### src/rtl/id_ex_stage.sv
// ID/EX pipeline register with $0 read forcing, load-use hazard stall (LOAD_STALL bubbles) and flush.
// Optional `WB_BYPASS_EN: same-cycle writeback data is bypassed into the captured operands.
module id_ex_stage #(
    parameter int CTRL_W     = 8,
    parameter int LOAD_STALL = 1
) (
    input  logic              clk,
    input  logic              rst_n,
    input  logic              id_valid,
    input  logic [4:0]        id_rs,
    input  logic [4:0]        id_rt,
    input  logic [4:0]        id_dst,
    input  logic              id_uses_rt,
    input  logic [31:0]       id_rs_data,
    input  logic [31:0]       id_rt_data,
    input  logic [31:0]       id_imm,
    input  logic [CTRL_W-1:0] id_ctrl,
    input  logic              id_mem_read,
    input  logic              id_reg_write,
    input  logic              flush,
    input  logic              wb_reg_write,
    input  logic [4:0]        wb_write_reg,
    input  logic [31:0]       wb_write_data,
    output logic              stall,
    output logic              ex_valid,
    output logic [4:0]        ex_rs,
    output logic [4:0]        ex_rt,
    output logic [4:0]        ex_dst,
    output logic [31:0]       ex_rs_data,
    output logic [31:0]       ex_rt_data,
    output logic [31:0]       ex_imm,
    output logic [CTRL_W-1:0] ex_ctrl,
    output logic              ex_mem_read,
    output logic              ex_reg_write
);
    localparam int CNT_W = $clog2(LOAD_STALL + 1);

    typedef enum logic {RUN, STALL} state_t;

    state_t           state;
    logic [CNT_W-1:0] cnt;
    logic             haz;
    logic [31:0]      rs_op;
    logic [31:0]      rt_op;

    // The register file never resets entry 0, so $0 must be forced here.
    // NOTE: every always_comb output gets a default first so no latch is inferred.
    always_comb begin
        rs_op = id_rs_data;
        rt_op = id_rt_data;
`ifdef WB_BYPASS_EN
        if (wb_reg_write && wb_write_reg != 5'd0 && wb_write_reg == id_rs) rs_op = wb_write_data;
        if (wb_reg_write && wb_write_reg != 5'd0 && wb_write_reg == id_rt) rt_op = wb_write_data;
`endif
        if (id_rs == 5'd0) rs_op = 32'h0;
        if (id_rt == 5'd0) rt_op = 32'h0;
    end

`ifndef WB_BYPASS_EN
    logic unused_wb;
    assign unused_wb = ^{wb_reg_write, wb_write_reg, wb_write_data};
`endif

    assign haz = id_valid & ex_valid & ex_mem_read & (ex_dst != 5'd0) &
                 ((ex_dst == id_rs) | (id_uses_rt & (ex_dst == id_rt)));

    assign stall = !flush && (state == STALL || haz);

    // NOTE: sequential state uses non-blocking assignments only, so every flop samples pre-edge values.
    always_ff @(posedge clk or negedge rst_n) begin
        if (!rst_n) begin
            state        <= RUN;
            cnt          <= '0;
            ex_valid     <= 1'b0;
            ex_rs        <= '0;
            ex_rt        <= '0;
            ex_dst       <= '0;
            ex_rs_data   <= '0;
            ex_rt_data   <= '0;
            ex_imm       <= '0;
            ex_ctrl      <= '0;
            ex_mem_read  <= 1'b0;
            ex_reg_write <= 1'b0;
        end else if (flush) begin
            state        <= RUN;
            cnt          <= '0;
            ex_valid     <= 1'b0;
            ex_mem_read  <= 1'b0;
            ex_reg_write <= 1'b0;
        end else if (state == STALL) begin
            ex_valid     <= 1'b0;
            ex_mem_read  <= 1'b0;
            ex_reg_write <= 1'b0;
            cnt          <= cnt - CNT_W'(1);
            if (cnt == CNT_W'(1)) state <= RUN;
        end else if (haz) begin
            // Bubbles only clear the qualifiers; the data fields keep their old values.
            ex_valid     <= 1'b0;
            ex_mem_read  <= 1'b0;
            ex_reg_write <= 1'b0;
            if (LOAD_STALL > 1) begin
                state <= STALL;
                cnt   <= CNT_W'(LOAD_STALL - 1);
            end
        end else begin
            ex_valid     <= id_valid;
            ex_mem_read  <= id_valid & id_mem_read;
            ex_reg_write <= id_valid & id_reg_write;
            ex_rs        <= id_rs;
            ex_rt        <= id_rt;
            ex_dst       <= id_dst;
            ex_rs_data   <= rs_op;
            ex_rt_data   <= rt_op;
            ex_imm       <= id_imm;
            ex_ctrl      <= id_ctrl;
        end
    end
endmodule
### config.mk
export PLATFORM = sky130hd
export DESIGN_NAME = id_ex_stage
export DESIGN_NICKNAME = d
export VERILOG_FILES = /design/src/rtl/id_ex_stage.sv
export SDC_FILE = /design/constraint.sdc
export NUM_CORES = 1
export LEC_CHECK = 0
export CAP_MARGIN = 40
export CORE_UTILIZATION = 25
export DETAILED_ROUTE_END_ITERATION = 12
export PLACE_DENSITY = 0.66
export SLEW_MARGIN = 20
export SYNTH_ARGS = -nofsm -noshare
export SYNTH_HDL_FRONTEND = slang
export SYNTH_SLANG_ARGS = --single-unit
### constraint.sdc
create_clock -name clk -period 1.6 [get_ports clk]
set_input_delay 0.16 -clock clk [delete_from_list [all_inputs] [get_ports clk]]
set_output_delay 0.16 -clock clk [all_outputs]
set_load 0.02 [all_outputs]
==> results.cfg, run 1 <==
[setup_path]
rrSetupSlack_ns = -0.36
path_class = reg -> reg
crit_fanout = 15
worstPathArrival_ns = 2.25
cp_data_required_time_ns = 1.89
regToRegEndpoint = ex_imm[25]
end_kind = flop
start_kind = flop
crit_start = ex_dst[4]
rr_worst_depth = 8
r2r-start = ex_dst[4]

[sta]
fmax_ghz = 0.5096
clock_skew_ns = 0.006271
rsz0062_at_grt = yes
setup_tns_ns = -40.20
slew_viol_final = 0
tightest_slew_ns = 0.4164
fin_ws_ns = -0.3623
setup_viol = 120
slew_headroom = 0.7224
finalCriticalPeriod_ns = 1.962
whs_ns = 0.2899
fin_crit_sh = 1.226
hold_viol = 0

[synthesis]
synth_nets = 524
yosysTopAreaCell = dfrtp_1
postSynthAreaPerCell_sq_um = 16.06
synth_cell_types = 24
synth_cells = 360
yosys-top-cells-area = dfrtp_1 54%, mux2_4 29%, nor2b_1 6.5%
yosysWarnings = 0
synth_top_area_frac = 0.5367
syn_area_sq_um = 5782
ys_ff_latch = 124
yosysSeqAreaShare = 0.5367

[layout]
fin_nets = 833
area_delta_synth_final_pct = 68.49
final_cell_mix = 225 x clkdlybuf4s50_1, 119 x dfrtp_1, 110 x mux2_4
post-route-util = 0.4303
diodes = 0
final_area_sq_um = 9742
fillerInstances = 2073
drive_gt1_frac = 0.3314
final_common_cell = clkdlybuf4s50_1

[clock_network]
cts_tree = done
clock_sinks = 124
clockBufferDepth = 2
cts_htree_levels = 4
root_buffer = clkbuf_16
clk_latency_ns = 0.41
cts_inserted_buffers = 17
path_clk_slew_ns = 0.06

[global_routing]
groute.usage.overall = 0.1306
grt_pass1_wl_um = 23680
grt_pass1_vias = 4221
antenna_found_initial = 0
grt_overflow_total = 0
grt_max_degree = 72

[detailed_routing]
initialDrtViolationCount = 130
routed-via-count = 3968
post_drt_wl_per_cell_um = 16.07
topRoutingLayerUsed = met4
first_pass_iters = 4
drt.antenna.violating_nets = 0
wl_met1_um = 6980
avgViaCountPerCell = 4.103
drt_wl_total_um = 15540
wl_met3_um = 857
drc = 0
wl_met2_um = 7453

[die]
die_x_um = 154.1
io_pins = 287
die_y_um = 154.1
die-area_sq_um = 23740
core-area_sq_um = 22640
rows = 55
initial_core_util = 0.2554

[placement]
gp_congestion = 0.7416
dpl_cell_area_sq_um = 8942
portBuffers = 248
hpwl_um = 10980
dp_slack_ns = -0.7465

[outcome]
failed_checks = setup timing
status = complete, but fails checks

[pwr]
p_leak_nw = 4.454
p_per_area_nw_per_um2 = 1067
ir_worst_vdd_mv = 0.5767

[worst_hold_path]
hold_class = in -> async

[run]
maxCapViolations = 0
synthesized netlist by cell type, drive strengths merged:
cell type / number
dfrtp: 124
mux2: 119
nor2b: 60
buf: 18
xnor2: 11
nor2: 5
and2b: 4
nand2: 3
a21oi: 2
and4: 2
nand3: 2
nor3: 2
or4: 2
a21boi: 1
and3: 1
clkbuf: 1
inv: 1
nand4: 1
o22ai: 1
layout make-up:
cell class / count / area [sq um] / share of cell area
clock inverter: 15 / 220.2 / 0.02260
inverter: 1 / 3.754 / 0.0003853
clock buffer: 17 / 425.4 / 0.04367
sequential: 124 / 3109 / 0.3192
multi-input combinational: 216 / 2411 / 0.2475
timing repair buffer: 309 / 3216 / 0.3301
tap: 285 / 356.6 / 0.03660
cell families after synthesis:
kind of cell / after synthesis / synth area share
flip-flops: 124 / 0.5367
multiplexers: 119 / 0.3032
AND/OR/NAND/NOR: 82 / 0.08743
buffers and inverters: 20 / 0.04891
XOR/XNOR: 11 / 0.01666
AO/OA/AOI/OAI: 4 / 0.007141
state kept, by name (all words and copies together), names as in the netlist:
signal,flops
ex_rt_data,32
ex_mem_read,1
cnt,1
ex_rs,5
ex_rs_data,32
ex_imm,32
ex_dst,5
ex_ctrl,8
ex_valid,1
ex_rt,5
ex_reg_write,1
state,1
power breakdown:
group / internal (mW) / total (mW) / leakage, nW / switching [mW]
registers: 3.47 / 3.68 / 1.46 / 0.208
clock network: 2.77 / 4.29 / 0.313 / 1.52
logic: 1.47 / 2.43 / 2.68 / 0.958
through the flow:
step | instances | power, mW
after floorplan | 360 | 4.890
after global placement | 924 | 6.138
after detailed placement | 924 | 6.160
after CTS | 961 | 10.54
after global routing | 967 | 10.82
final | 967 | 10.39
worst max-delay path by stage:
| stage | endpoint | slack (ns) |
|---|---|---|
| 3_5_place_dp | stall | -0.75 |
| 2_1_floorplan | ex_dst[0] | -0.13 |
| 6_report | ex_imm[25] | -0.36 |
| 3_3_place_gp | stall | -0.78 |
| 5_1_grt | stall | -0.48 |
| 4_1_cts | ex_rt_data[27] | -0.41 |
what timing repair did:
action,CTS,global route
hold buffers,1,0
gates cloned,0,2
buffers inserted,4,4
setup endpoints to repair,128,133
pin swaps,2,0
gates resized for setup,16,13
hold endpoints to repair,124,0
critical path, stage by stage, from the launching register on:
cell      delay, ns
dfrtp_2        0.45
xnor2_1        0.15
nand4_1        0.13
o22ai_2        0.10
buf_4          0.15
a21boi_4       0.19
buf_12         0.20
buf_12         0.17
mux2_4         0.31
per-layer routing:
layer  track usage  vias up
li1              -     1848
met1        0.1640     1970
met2        0.2134      138
met3       0.03551       12
met4       0.05000        0
met5             0        -
No activity file was read; power rests on OpenSTA's default activity.
==> run 2, diff against run 1 <==
--- a/config.mk
+++ b/config.mk
@@ -7,7 +7,9 @@
 export LEC_CHECK = 0
 export CAP_MARGIN = 40
 export CORE_UTILIZATION = 25
+export CTS_CLUSTER_DIAMETER = 100
 export DETAILED_ROUTE_END_ITERATION = 12
+export MAX_ROUTING_LAYER = met4
 export PLACE_DENSITY = 0.66
 export SLEW_MARGIN = 20
 export SYNTH_ARGS = -nofsm -noshare
==> constraint.sdc (replaced) <==
create_clock -name clk -period 1.6 [get_ports clk]
set_input_delay 0.32 -clock clk [delete_from_list [all_inputs] [get_ports clk]]
set_output_delay 0.32 -clock clk [all_outputs]
set_load 0.02 [all_outputs]
==> results.cfg, run 2 (same netlist as run 1, synthesis figures left out) <==
[layout]
final_cell_mix = 121 x clkdlybuf4s50_1, 119 x mux2_4, 119 x dfrtp_1, 119 x dlygate4sd2_1, 60 x nor2b_1
top_regs = ex_imm: 32 flops, ex_rs_data: 32 flops, ex_rt_data: 32 flops
fin_nets = 846
final_common_cell = clkdlybuf4s50_1
fillerInstances = 2126
diodes = 0
final_area_sq_um = 9787
drive_gt1_frac = 0.3525
area_delta_synth_final_pct = 69.27

[pwr]
total_power_mw = 9.792
p_per_area_nw_per_um2 = 1001
ir_worst_vdd_mv = 0.5934
p_leak_nw = 4.624

[sta]
setup_tns_ns = -56.54
hold_viol = 0
finalCriticalPeriod_ns = 2.183
setup_viol = 121
slew_headroom = 0.7890
tightest_slew_ns = 0.3165
fin_ws_ns = -0.5832
slew_viol_final = 0
fin_crit_sh = 1.364
rsz0062_at_grt = yes
clock_skew_ns = 0.007632
fmax_ghz = 0.4580

[outcome]
status = complete, but fails checks
failed_checks = setup timing

[clock_network]
cts_tree = done
clock_sinks = 124
clockBufferDepth = 2
clk_latency_ns = 0.41
cts_inserted_buffers = 17
cts_htree_levels = 4
path_clk_slew_ns = 0.06
root_buffer = clkbuf_16

[setup_path]
rrSetupSlack_ns = -0.58
end_kind = flop
worstPathArrival_ns = 2.47
path_class = reg -> reg
cp_data_required_time_ns = 1.89
regToRegEndpoint = ex_rt_data[5]
rr_worst_depth = 11
crit_fanout = 8
r2r-start = ex_dst[4]
start_kind = flop

[placement]
dp_slack_ns = -0.9891
portBuffers = 248
gp_congestion = 0.7341
hpwl_um = 11080
dpl_cell_area_sq_um = 8929

[global_routing]
antenna_found_initial = 0
grt_max_degree = 56
grt_overflow_total = 0
groute.usage.overall = 0.1443
grt_pass1_vias = 4402
grt_pass1_wl_um = 25320

[run]
maxCapViolations = 0

[die]
die_y_um = 154.1
die_x_um = 154.1
io_pins = 287
die-area_sq_um = 23740
initial_core_util = 0.2554
core-area_sq_um = 22640
rows = 55

[detailed_routing]
post_drt_wl_per_cell_um = 16.03
avgViaCountPerCell = 4.027
drt.antenna.violating_nets = 0
first_pass_iters = 4
initialDrtViolationCount = 115
drc = 0
drt_wl_total_um = 15710
routed-via-count = 3946

[worst_hold_path]
hold_class = in -> async
## run 2: cell types whose count changed in the layout (fill, tap and decap cells not counted), moves of 8 or more
cell / before / now
dlygate4sd2_1: 8 / 119
buf_6: 0 / 14
mux2_4: 110 / 119
mux2_2: 9 / 0
clkdlybuf4s50_1: 225 / 121
dlymetal6s2s_1: 13 / 0
buf_4: 43 / 35
## run 2: layer usage
layer | share of wire | GRT usage | vias up
met5 | 0 | - | -
met4 | 0.015 | 0.04048 | 0
met3 | 0.063 | 0.04622 | 17
met2 | 0.46 | 0.2177 | 148
met1 | 0.46 | 0.1845 | 1910
li1 | - | - | 1871
## run 2: worst max path at each step
stage	from	to
CTS	ex_dst[4]	stall
detailed placement	id_rt[1]	stall
floorplan	ex_dst[3]	ex_dst[0]
global route	ex_dst[4]	stall
global placement	id_rt[1]	stall
finish	ex_dst[4]	ex_rt_data[5]
## run 2: layout make-up
cell class | instances | area, sq um | share of cell area
Clock inverter | 11 | 118.9 | 0.01215
Multi-Input combinational cell | 216 | 2476 | 0.2530
Inverter | 1 | 3.754 | 0.0003835
Timing Repair Buffer | 322 | 3272 | 0.3343
Tap cell | 285 | 356.6 | 0.03644
Clock buffer | 21 | 450.4 | 0.04602
Sequential cell | 124 | 3109 | 0.3177
## run 2: where the power goes
part	internal, mW	switching (mW)
Combinational	1.33	0.991
Sequential	3.47	0.198
Clock	2.33	1.47
## run 2: critical path, stage by stage, from the launching register on
cell,delay [ns]
dfrtp_2,0.48
buf_6,0.15
xnor2_2,0.12
nand3_1,0.08
o22ai_2,0.09
buf_4,0.15
a21boi_4,0.17
buf_6,0.14
buf_12,0.15
buf_12,0.11
buf_8,0.12
mux2_4,0.30
## run 2: timing repair
item	CTS	global route
hold endpoints to repair	17	0
pin swaps	7	4
buffers inserted	15	5
cloned	8	0
hold buffers	1	0
gates resized for setup	197	12
setup endpoints to repair	242	128
## run 2: per-stage QoR
step,util,hold slack (ns),instances
2_1_floorplan,-,0.02441,360
4_1_cts,0.4379,0.3229,986
6_report,0.4323,0.3430,980
3_5_place_dp,0.3944,0.2258,930
3_3_place_gp,0.3944,0.2208,930
5_1_grt,0.4323,0.3307,980
==> run 3, diff against run 2 <==
--- a/config.mk
+++ b/config.mk
@@ -5,6 +5,7 @@
 export SDC_FILE = /design/constraint.sdc
 export NUM_CORES = 1
 export LEC_CHECK = 0
+export ABC_CLOCK_PERIOD_IN_PS = 1600
 export CAP_MARGIN = 40
 export CORE_UTILIZATION = 25
 export CTS_CLUSTER_DIAMETER = 100
==> results of run 3 <==
Same layout as run 2: the final DEF is identical, and so are final timing and power.
